$ cat src/rtl/sc_regcounter_ctrl_pkg.sv
// Shared definitions for the counter sequencing controller: state codes
// and the active levels of the low-true strobes and requests.
package sc_regcounter_ctrl_pkg;

  localparam int STATE_WIDTH = 2;

  typedef logic [STATE_WIDTH-1:0] state_t;

  localparam state_t ST_IDLE  = 2'b00;
  localparam state_t ST_CLEAR = 2'b01;
  localparam state_t ST_RUN   = 2'b10;
  localparam state_t ST_HOLD  = 2'b11;

  // Levels of the _InLow / _OutLow signals.
  localparam logic LOW_ACTIVE   = 1'b0;
  localparam logic LOW_INACTIVE = 1'b1;

endpackage

$ cat src/rtl/sc_regcounter_ctrl_prescaler_tick.sv
// Modulo-PRESCALE cycle counter that marks the increment strobe cycle.
// Holds its value while disabled and returns to zero on a sync clear.
module sc_prescaler_tick #(
  parameter int PRESCALE = 4
) (
  input  logic clk,
  input  logic rst_n,
  input  logic en,
  input  logic clr,
  output logic strobe_o
);

  localparam int CW = (PRESCALE > 1) ? $clog2(PRESCALE) : 1;
  localparam logic [CW-1:0] LAST = CW'(PRESCALE - 1);

  logic [CW-1:0] cnt_q;
  logic [CW-1:0] cnt_d;

  // Next count: clear wins, otherwise advance and wrap when enabled.
  always_comb begin
    cnt_d = cnt_q;
    if (clr) begin
      cnt_d = '0;
    end else if (en) begin
      cnt_d = (cnt_q == LAST) ? '0 : cnt_q + CW'(1);
    end
  end

  // Count register.
  always_ff @(posedge clk or negedge rst_n) begin
    if (!rst_n) begin
      cnt_q <= '0;
    end else begin
      cnt_q <= cnt_d;
    end
  end

  assign strobe_o = (cnt_q == LAST);

endmodule

$ cat src/rtl/sc_regcounter_ctrl.sv
// Sequencing controller for the 8-bit up-counter register: clears it,
// paces its increment strobes, wraps it at a terminal value and counts
// wraps with saturation.
module sc_regcounter_ctrl
  import sc_regcounter_ctrl_pkg::*;
#(
  parameter int DATAWIDTH = 8,
  parameter int PRESCALE  = 4,
  parameter int WRAPWIDTH = 4
) (
  input  logic                 SC_RegCOUNTERCTRL_CLOCK_50,
  input  logic                 SC_RegCOUNTERCTRL_RESET_InLow,
  input  logic                 SC_RegCOUNTERCTRL_start_InLow,
  input  logic                 SC_RegCOUNTERCTRL_pause_InLow,
  input  logic [DATAWIDTH-1:0] SC_RegCOUNTERCTRL_limit_InBUS,
  input  logic [DATAWIDTH-1:0] SC_RegCOUNTERCTRL_count_InBUS,
  output logic                 SC_RegCOUNTERCTRL_load_OutLow,
  output logic                 SC_RegCOUNTERCTRL_clear_OutHigh,
  output logic                 SC_RegCOUNTERCTRL_tick_OutHigh,
  output logic [1:0]           SC_RegCOUNTERCTRL_state_OutBUS,
  output logic [WRAPWIDTH-1:0] SC_RegCOUNTERCTRL_wraps_OutBUS
);

  logic clk;
  logic rst_n;
  assign clk   = SC_RegCOUNTERCTRL_CLOCK_50;
  assign rst_n = SC_RegCOUNTERCTRL_RESET_InLow;

  state_t               state_q, state_d;
  logic [DATAWIDTH-1:0] limit_q, limit_d;
  logic [WRAPWIDTH-1:0] wraps_q, wraps_d;

  logic start_req;
  logic pause_req;
  logic start_acc;
  logic presc_last;
  logic presc_en;
  logic presc_clr;
  logic strobe_cycle;
  logic at_limit;
  logic wrap_cycle;
  logic inc_cycle;

  // A start with a zero terminal value is meaningless and is dropped;
  // CLEAR always proceeds to RUN so start is not honoured there.
  assign start_req = (SC_RegCOUNTERCTRL_start_InLow == LOW_ACTIVE);
  assign pause_req = (SC_RegCOUNTERCTRL_pause_InLow == LOW_ACTIVE);
  assign start_acc = start_req && (SC_RegCOUNTERCTRL_limit_InBUS != '0) &&
                     (state_q != ST_CLEAR);

  // Prescaler advances in every RUN cycle except one that restarts;
  // it is frozen in HOLD and zeroed while in CLEAR.
  assign presc_en  = (state_q == ST_RUN) && !start_acc;
  assign presc_clr = (state_q == ST_CLEAR);

  sc_prescaler_tick #(
    .PRESCALE (PRESCALE)
  ) u_prescaler (
    .clk      (clk),
    .rst_n    (rst_n),
    .en       (presc_en),
    .clr      (presc_clr),
    .strobe_o (presc_last)
  );

  // Restart and pause both take precedence over a strobe in the same cycle.
  // The >= test also catches a readback that has overshot or is corrupt.
  assign strobe_cycle = (state_q == ST_RUN) && presc_last && !start_acc && !pause_req;
  assign at_limit     = (SC_RegCOUNTERCTRL_count_InBUS >= limit_q);
  assign wrap_cycle   = strobe_cycle && at_limit;
  assign inc_cycle    = strobe_cycle && !at_limit;

  // Next-state, terminal latch and saturating wrap count.
  always_comb begin
    state_d = state_q;
    limit_d = limit_q;
    wraps_d = wraps_q;
    case (state_q)
      ST_IDLE: begin
        if (start_acc) begin
          state_d = ST_CLEAR;
          limit_d = SC_RegCOUNTERCTRL_limit_InBUS;
        end
      end
      ST_CLEAR: begin
        state_d = ST_RUN;
        wraps_d = '0;
      end
      ST_RUN: begin
        if (start_acc) begin
          state_d = ST_CLEAR;
          limit_d = SC_RegCOUNTERCTRL_limit_InBUS;
        end else if (pause_req) begin
          state_d = ST_HOLD;
        end else if (wrap_cycle && (wraps_q != '1)) begin
          wraps_d = wraps_q + WRAPWIDTH'(1);
        end
      end
      ST_HOLD: begin
        if (start_acc) begin
          state_d = ST_CLEAR;
          limit_d = SC_RegCOUNTERCTRL_limit_InBUS;
        end else if (!pause_req) begin
          state_d = ST_RUN;
        end
      end
      default: begin
        state_d = ST_IDLE;
      end
    endcase
  end

  // Controller registers; reset drops straight back to IDLE.
  always_ff @(posedge clk or negedge rst_n) begin
    if (!rst_n) begin
      state_q <= ST_IDLE;
      limit_q <= '0;
      wraps_q <= '0;
    end else begin
      state_q <= state_d;
      limit_q <= limit_d;
      wraps_q <= wraps_d;
    end
  end

  // Strobe decode; load and clear are exclusive by construction since
  // inc_cycle and wrap_cycle cannot both be true and neither occurs in CLEAR.
  always_comb begin
    SC_RegCOUNTERCTRL_load_OutLow   = inc_cycle ? LOW_ACTIVE : LOW_INACTIVE;
    SC_RegCOUNTERCTRL_clear_OutHigh = (state_q == ST_CLEAR) || wrap_cycle;
    SC_RegCOUNTERCTRL_tick_OutHigh  = wrap_cycle;
    SC_RegCOUNTERCTRL_state_OutBUS  = state_q;
    SC_RegCOUNTERCTRL_wraps_OutBUS  = wraps_q;
  end

endmodule

$ cat config.mk
export PLATFORM = sky130hd
export DESIGN_NAME = sc_regcounter_ctrl
export DESIGN_NICKNAME = d
export VERILOG_FILES = /design/src/rtl/sc_regcounter_ctrl_pkg.sv /design/src/rtl/sc_regcounter_ctrl_prescaler_tick.sv /design/src/rtl/sc_regcounter_ctrl.sv
export SDC_FILE = /design/constraint.sdc
export NUM_CORES = 1
export LEC_CHECK = 0
export BUFFER_PORTS_ARGS = -buffer_cell sky130_fd_sc_hd__clkbuf_2
export CAP_MARGIN = 20
export CORE_MARGIN = 2
export CORE_UTILIZATION = 30
export DETAILED_ROUTE_END_ITERATION = 10
export PLACE_DENSITY = 0.48
export SLEW_MARGIN = 20
export SYNTH_ARGS = -nofsm -noshare
export SYNTH_HDL_FRONTEND = slang
export SYNTH_SLANG_ARGS = --single-unit
$ cat constraint.sdc
create_clock -name SC_RegCOUNTERCTRL_CLOCK_50 -period 5.4 [get_ports SC_RegCOUNTERCTRL_CLOCK_50]
set_input_delay 1.08 -clock SC_RegCOUNTERCTRL_CLOCK_50 [delete_from_list [all_inputs] [get_ports SC_RegCOUNTERCTRL_CLOCK_50]]
set_output_delay 1.08 -clock SC_RegCOUNTERCTRL_CLOCK_50 [all_outputs]
set_load 0.02 [all_outputs]
# ---- Yosys cells after proc, flatten, opt, wreduce, memory -nomap -nowiden
# Cells that the tools add are included.
dict set report totals {
  reg_bits 16
  wordCells 54
}
dict set report classes {
  add_sub_neg 2
  order_cmp 1
  eq_ne 12
  muxes 14
  bitwise_logic 1
  reduce_logical 20
}
# operator n
set ops {}
lappend ops {{$mux W2} 8}
lappend ops {{$mux W4} 3}
lappend ops {{$logic_and A1 B1 Y1} 9}
lappend ops {{$ge A8 B8 Y1} 1}
lappend ops {{$pmux W2 S4} 1}
lappend ops {{$pmux W4 S2} 1}
lappend ops {{$reduce_bool A8 Y1} 1}
lappend ops {{$eq A2 B2 Y1 const B} 3}
lappend ops {{$ne A2 B2 Y1 const B} 3}
lappend ops {{$ne A3 B3 Y1 const B} 2}
lappend ops {{$add A4 B1 Y4 const B} 1}
lappend ops {{$ne A2 B1 Y1 const B} 2}
lappend ops {{$ne A4 B4 Y1 const B} 1}
lappend ops {{$reduce_and A4 Y1} 1}
lappend ops {{$reduce_bool A2 Y1} 2}
lappend ops {{$reduce_and A3 Y1} 1}
lappend ops {{$reduce_or A3 Y1} 1}
lappend ops {{$add A2 B1 Y2 const B} 1}
lappend ops {{$eq A2 B1 Y1 const B} 1}
lappend ops {{$logic_not A1 Y1} 2}
lappend ops {{$logic_not A2 Y1} 1}
lappend ops {{$reduce_and A2 Y1} 1}
lappend ops {{$logic_or A1 B1 Y1} 1}
lappend ops {{$mux W1} 1}
lappend ops {{$not A1 Y1} 1}

# ---- Logic depth before layout (Yosys ltp)
dict set report depth {
  depth_word 12
  depth_mapped 8
  mapped_depth_nobuf 7
}

# ---- Cells and area by module
# A second synthesis with hierarchy kept.
dict set report hier_totals {
  cells_unflattened 92
  hier_area_um2 948.4
}
# module n_inst cells_per_inst area_each_um2
set modules_own_cells {}
lappend modules_own_cells {sc_regcounter_ctrl 1 84 848.3}
lappend modules_own_cells {sc_prescaler_tick 1 8 100.1}

# ---- Least setup slack after synthesis
# OpenSTA, ideal clock, no wires.
dict set report synth_timing {
  path_type {input-to-output}
  start {in SC_RegCOUNTERCTRL_count_InBUS[0]}
  end {out SC_RegCOUNTERCTRL_clear_OutHigh}
  t_arrival_ns 2.602
  required_ns 4.320
  setup_slack_ns 1.718
  stages 8
  n_path_buf 1
  cell_sequence {inv_1 ha_1 nand2b_1 a2111o_1 a31oi_1 buf_4 nor2b_1 nand2b_1}
}
dict set report synth_between {
  elab_chain_len 3
}
# item line
set synth_lines {}
lappend synth_lines {{from (decl)} sc_regcounter_ctrl.sv:16} ;# input logic [DATAWIDTH-1:0] SC_RegCOUNTERCTRL_count_InBUS,
lappend synth_lines {{$ge A8 B8 Y1} sc_regcounter_ctrl.sv:69} ;# assign at_limit = (SC_RegCOUNTERCTRL_count_InBUS >= limit_q);
lappend synth_lines {{$logic_and A1 B1 Y1} sc_regcounter_ctrl.sv:70} ;# assign wrap_cycle = strobe_cycle && at_limit;
lappend synth_lines {{named net SC_RegCOUNTERCTRL_tick_OutHigh} sc_regcounter_ctrl.sv:19} ;# output logic SC_RegCOUNTERCTRL_tick_OutHigh,
lappend synth_lines {{$logic_or A1 B1 Y1} sc_regcounter_ctrl.sv:130} ;# SC_RegCOUNTERCTRL_clear_OutHigh = (state_q == ST_CLEAR) || wrap_cycle;
lappend synth_lines {{to (decl)} sc_regcounter_ctrl.sv:18} ;# output logic SC_RegCOUNTERCTRL_clear_OutHigh,
# The timed path passes the listed nets, and every way through them passes these cells.

# ---- Worst setup path in the final report
dict set report layout_timing {
  start {in SC_RegCOUNTERCTRL_count_InBUS[0]}
  end {out SC_RegCOUNTERCTRL_clear_OutHigh}
}
dict set report layout_between {
  elab_chain_len 3
}
# item line
set layout_lines {}
lappend layout_lines {{$ge A8 B8 Y1} sc_regcounter_ctrl.sv:69}
lappend layout_lines {{$logic_and A1 B1 Y1} sc_regcounter_ctrl.sv:70}
lappend layout_lines {{$logic_or A1 B1 Y1} sc_regcounter_ctrl.sv:130}
# Every way passes these cells.

==> run_summary.xml <==
<?xml version="1.0" encoding="UTF-8"?>
<metrics>
  <group name="status">
    <metric name="outcome" unit="">completed</metric>
  </group>
  <group name="worst_setup_path">
    <metric name="setup.worst_path.start_class" unit="">primary input</metric>
    <metric name="worstPathArrival" unit="ps">3090</metric>
    <metric name="path_class" unit="">primary input to output port</metric>
    <metric name="worst-endpoint-required" unit="ps">4320</metric>
    <metric name="cp_max_fo" unit="">11</metric>
    <metric name="worstSetupEndpointType" unit="">output port</metric>
  </group>
  <group name="route">
    <metric name="dr.pass1.iters" unit="">4</metric>
    <metric name="drc_errors" unit="">0</metric>
    <metric name="avgViaCountPerCell" unit="">4.71</metric>
    <metric name="finalWirelength" unit="um">2110</metric>
    <metric name="routed-wl-met2" unit="um">946</metric>
    <metric name="detailed_route_wirelength_on_metal3" unit="um">122</metric>
    <metric name="wl_met1" unit="um">1030</metric>
    <metric name="initialDrtViolationCount" unit="">26</metric>
    <metric name="post_drt_wl_per_cell" unit="um">11.6</metric>
    <metric name="ant_nets" unit="">0</metric>
    <metric name="top_layer" unit="">met4</metric>
    <metric name="routed-via-count" unit="">857</metric>
  </group>
  <group name="sta">
    <metric name="grt_setup_unrepaired" unit="">no</metric>
    <metric name="tns" unit="ps">0</metric>
    <metric name="tightestPinTransition" unit="ps">1040</metric>
    <metric name="final-max-slew-violation-count" unit="">0</metric>
    <metric name="maxClockFrequency" unit="MHz">240</metric>
    <metric name="slew_headroom" unit="%">30.7</metric>
    <metric name="timing.final.setup_violations" unit="">0</metric>
    <metric name="period_share" unit="%">77.3</metric>
    <metric name="hold_viol_final" unit="">0</metric>
    <metric name="layout_min_cycle_time" unit="ps">4170</metric>
    <metric name="finalClockSkew" unit="ps">8.40</metric>
  </group>
  <group name="die">
    <metric name="dieHeight" unit="um">62.1</metric>
    <metric name="coreArea" unit="um2">3280</metric>
    <metric name="floorplan.rows" unit="">21</metric>
    <metric name="die_w" unit="um">62.1</metric>
    <metric name="floorplan.io_pins" unit="">29</metric>
    <metric name="full_die_area" unit="um2">3860</metric>
    <metric name="starting_utilization_of_the_core_area" unit="%">30.9</metric>
  </group>
  <group name="clocking">
    <metric name="htree_num_levels" unit="">1</metric>
    <metric name="clock-sinks" unit="">16</metric>
    <metric name="worst_setup_hold_path_clk_slew" unit="ps">100</metric>
    <metric name="clock_path_buffers" unit="">2</metric>
    <metric name="clock_tree.root_cell" unit="">sky130_fd_sc_hd__clkbuf_4</metric>
    <metric name="cts_buffers" unit="">3</metric>
    <metric name="cts_resized" unit="">0</metric>
    <metric name="ctsHoldBuffers" unit="">0</metric>
    <metric name="clock_insertion_delay_worst_skew" unit="ps">290</metric>
    <metric name="cts_setup_buffers" unit="">0</metric>
    <metric name="tritoncts_clock_tree" unit="">yes</metric>
  </group>
  <group name="synth">
    <metric name="yosysTopAreaCellShare" unit="%">39.5</metric>
    <metric name="post_synth_inst_count" unit="">108</metric>
    <metric name="synthesis.yosys.warnings" unit="">0</metric>
    <metric name="synthesis.area" unit="um2">1010</metric>
    <metric name="post_synth_main_area_contributors" unit="">sky130_fd_sc_hd__dfrtp_1 40%, sky130_fd_sc_hd__ha_1 12%, sky130_fd_sc_hd__o21ai_0 6.4%</metric>
    <metric name="yosys.area.top_type" unit="">sky130_fd_sc_hd__dfrtp_1</metric>
    <metric name="synth.net_count" unit="">138</metric>
    <metric name="seq_area_frac_synth" unit="%">39.5</metric>
    <metric name="synth_async_sr_flop_share" unit="%">100</metric>
    <metric name="synth_cell_type_count" unit="">34</metric>
    <metric name="synth.ff_latch_count" unit="">16</metric>
    <metric name="synth_edf_count" unit="">0</metric>
    <metric name="synthesis.area_per_instance" unit="um2">9.38</metric>
    <metric name="synth_top_flop_cell" unit="">sky130_fd_sc_hd__dfrtp_1</metric>
  </group>
  <group name="global_routing">
    <metric name="vias_in_the_first_global_route" unit="">792</metric>
    <metric name="first_pass_grt_wire_length" unit="um">3570</metric>
    <metric name="grtUsageTotal" unit="%">11.7</metric>
    <metric name="grt_remaining_overflow" unit="">0</metric>
    <metric name="antenna_found_initial" unit="">0</metric>
    <metric name="grt_max_degree" unit="">17</metric>
  </group>
  <group name="hold_path">
    <metric name="min-delay-path-class" unit="">flop to flop</metric>
  </group>
  <group name="cells_and_area">
    <metric name="postLayoutCellArea" unit="um2">1210</metric>
    <metric name="stdcell_count" unit="">182</metric>
    <metric name="area_delta_synth_final" unit="%">19.4</metric>
    <metric name="n_antenna_cell" unit="">0</metric>
    <metric name="finish.net_count" unit="">167</metric>
    <metric name="share_of_final_layout_standard_cells_stronger_than_drive_strength_1" unit="%">30.9</metric>
    <metric name="final.fill_count" unit="">347</metric>
  </group>
  <group name="flow_run">
    <metric name="max_cap_violations" unit="">0</metric>
  </group>
  <group name="pwr">
    <metric name="power.static_leakage" unit="nW">0.595</metric>
    <metric name="irDropWorstVdd" unit="uV">155</metric>
    <metric name="power.density_cell_area" unit="nW/um2">375</metric>
  </group>
  <group name="placed_design">
    <metric name="globalplace.congestion" unit="">0.723</metric>
    <metric name="numPlacedInstances" unit="">178</metric>
    <metric name="numPortBuffers" unit="">28</metric>
    <metric name="dpl_cell_area" unit="um2">1170</metric>
    <metric name="dp_hpwl" unit="um">1640</metric>
  </group>
</metrics>
==> registers in the layout (all words and copies together) (netlist names) <==
signal / cells
u_prescaler.cnt_q: 2
SC_RegCOUNTERCTRL_state_OutBUS: 2
limit_q: 8
SC_RegCOUNTERCTRL_wraps_OutBUS: 4
==> report_power, final <==
group | internal [mW] | switching (mW)
logic | 0.0705 | 0.111
registers | 0.157 | 0.0330
clock network | 0.0411 | 0.0413
total | 0.268 | 0.185
==> worst paths after layout <==
check	from	end	slack (ps)	cells past startpoint
min reg2reg	limit_q[0]	limit_q[0]	530	1
max	SC_RegCOUNTERCTRL_count_InBUS[0]	SC_RegCOUNTERCTRL_clear_OutHigh	1230	9
min in group asynchronous	SC_RegCOUNTERCTRL_RESET_InLow	SC_RegCOUNTERCTRL_wraps_OutBUS[1]	690	1
max reg2reg	limit_q[0]	SC_RegCOUNTERCTRL_wraps_OutBUS[2]	3120	6
max in group asynchronous	SC_RegCOUNTERCTRL_RESET_InLow	limit_q[7]	4400	1
min	limit_q[0]	limit_q[0]	530	1
==> logic make-up after synthesis <==
logic type | synth area share (%)
AND/OR/NAND/NOR | 21.0
AO/OA/AOI/OAI | 18.3
flip-flops | 39.5
buffers and inverters | 7.78
adder cells (fa/ha/maj) | 12.3
multiplexers | 1.11
==> final cells by class <==
type	count	area, um2	share of cell area, %
clock buffer	4	36.3	3.00
inverter	11	41.3	3.41
multi-input combinational	77	534	44.2
tap	46	57.6	4.76
timing repair buffer	28	140	11.6
sequential	16	400	33.1
==> layout by cell type, fill, tap and decap left out, drive strengths merged, types with 2 or more instances in the layout <==
| cell | instances |
|---|---|
| or4 | 2 |
| nand2b | 2 |
| nand3 | 5 |
| nor3 | 2 |
| inv | 11 |
| a21oi | 4 |
| dfrtp | 16 |
| clkbuf | 32 |
| nand2 | 17 |
| nor2 | 2 |
| o221ai | 2 |
| nor4 | 2 |
| o21ai | 13 |
| ha | 10 |
| o311ai | 2 |
| and2 | 2 |
| o211ai | 2 |
==> cells in the mapped netlist (all sizes together), types with 3 or more instances <==
cell type,instances
inv,11
nand3,5
o21ai,13
a21oi,4
nand2,17
ha,10
buf,3
dfrtp,16
==> critical path: stages <==
cell	delay (ps)
sky130_fd_sc_hd__clkbuf_2	80
sky130_fd_sc_hd__inv_1	30
sky130_fd_sc_hd__ha_1	270
sky130_fd_sc_hd__nand2b_1	140
sky130_fd_sc_hd__a2111o_1	410
sky130_fd_sc_hd__a31oi_1	630
sky130_fd_sc_hd__nor2b_1	120
sky130_fd_sc_hd__nand2b_1	170
sky130_fd_sc_hd__clkbuf_2	150
==> routing by layer <==
metal  track usage (%)  vias up
met4              3.33        0
li1                  -      443
met3              3.80        2
met1              15.4      390
met5                 0        -
met2              18.6       22
==> metrics by stage <==
step | setup WS, ps | utilization, % | hold slack (ps) | power (mW)
floorplan | 1720 | - | 485 | 0.340
global placement | 1310 | 35.7 | 510 | 0.370
detailed placement | 1250 | 35.7 | 506 | 0.376
CTS | 1240 | 36.8 | 530 | 0.461
global route | 1100 | 36.8 | 542 | 0.495
finish | 1230 | 36.8 | 525 | 0.453
No activity file was read; power rests on OpenSTA's default activity.
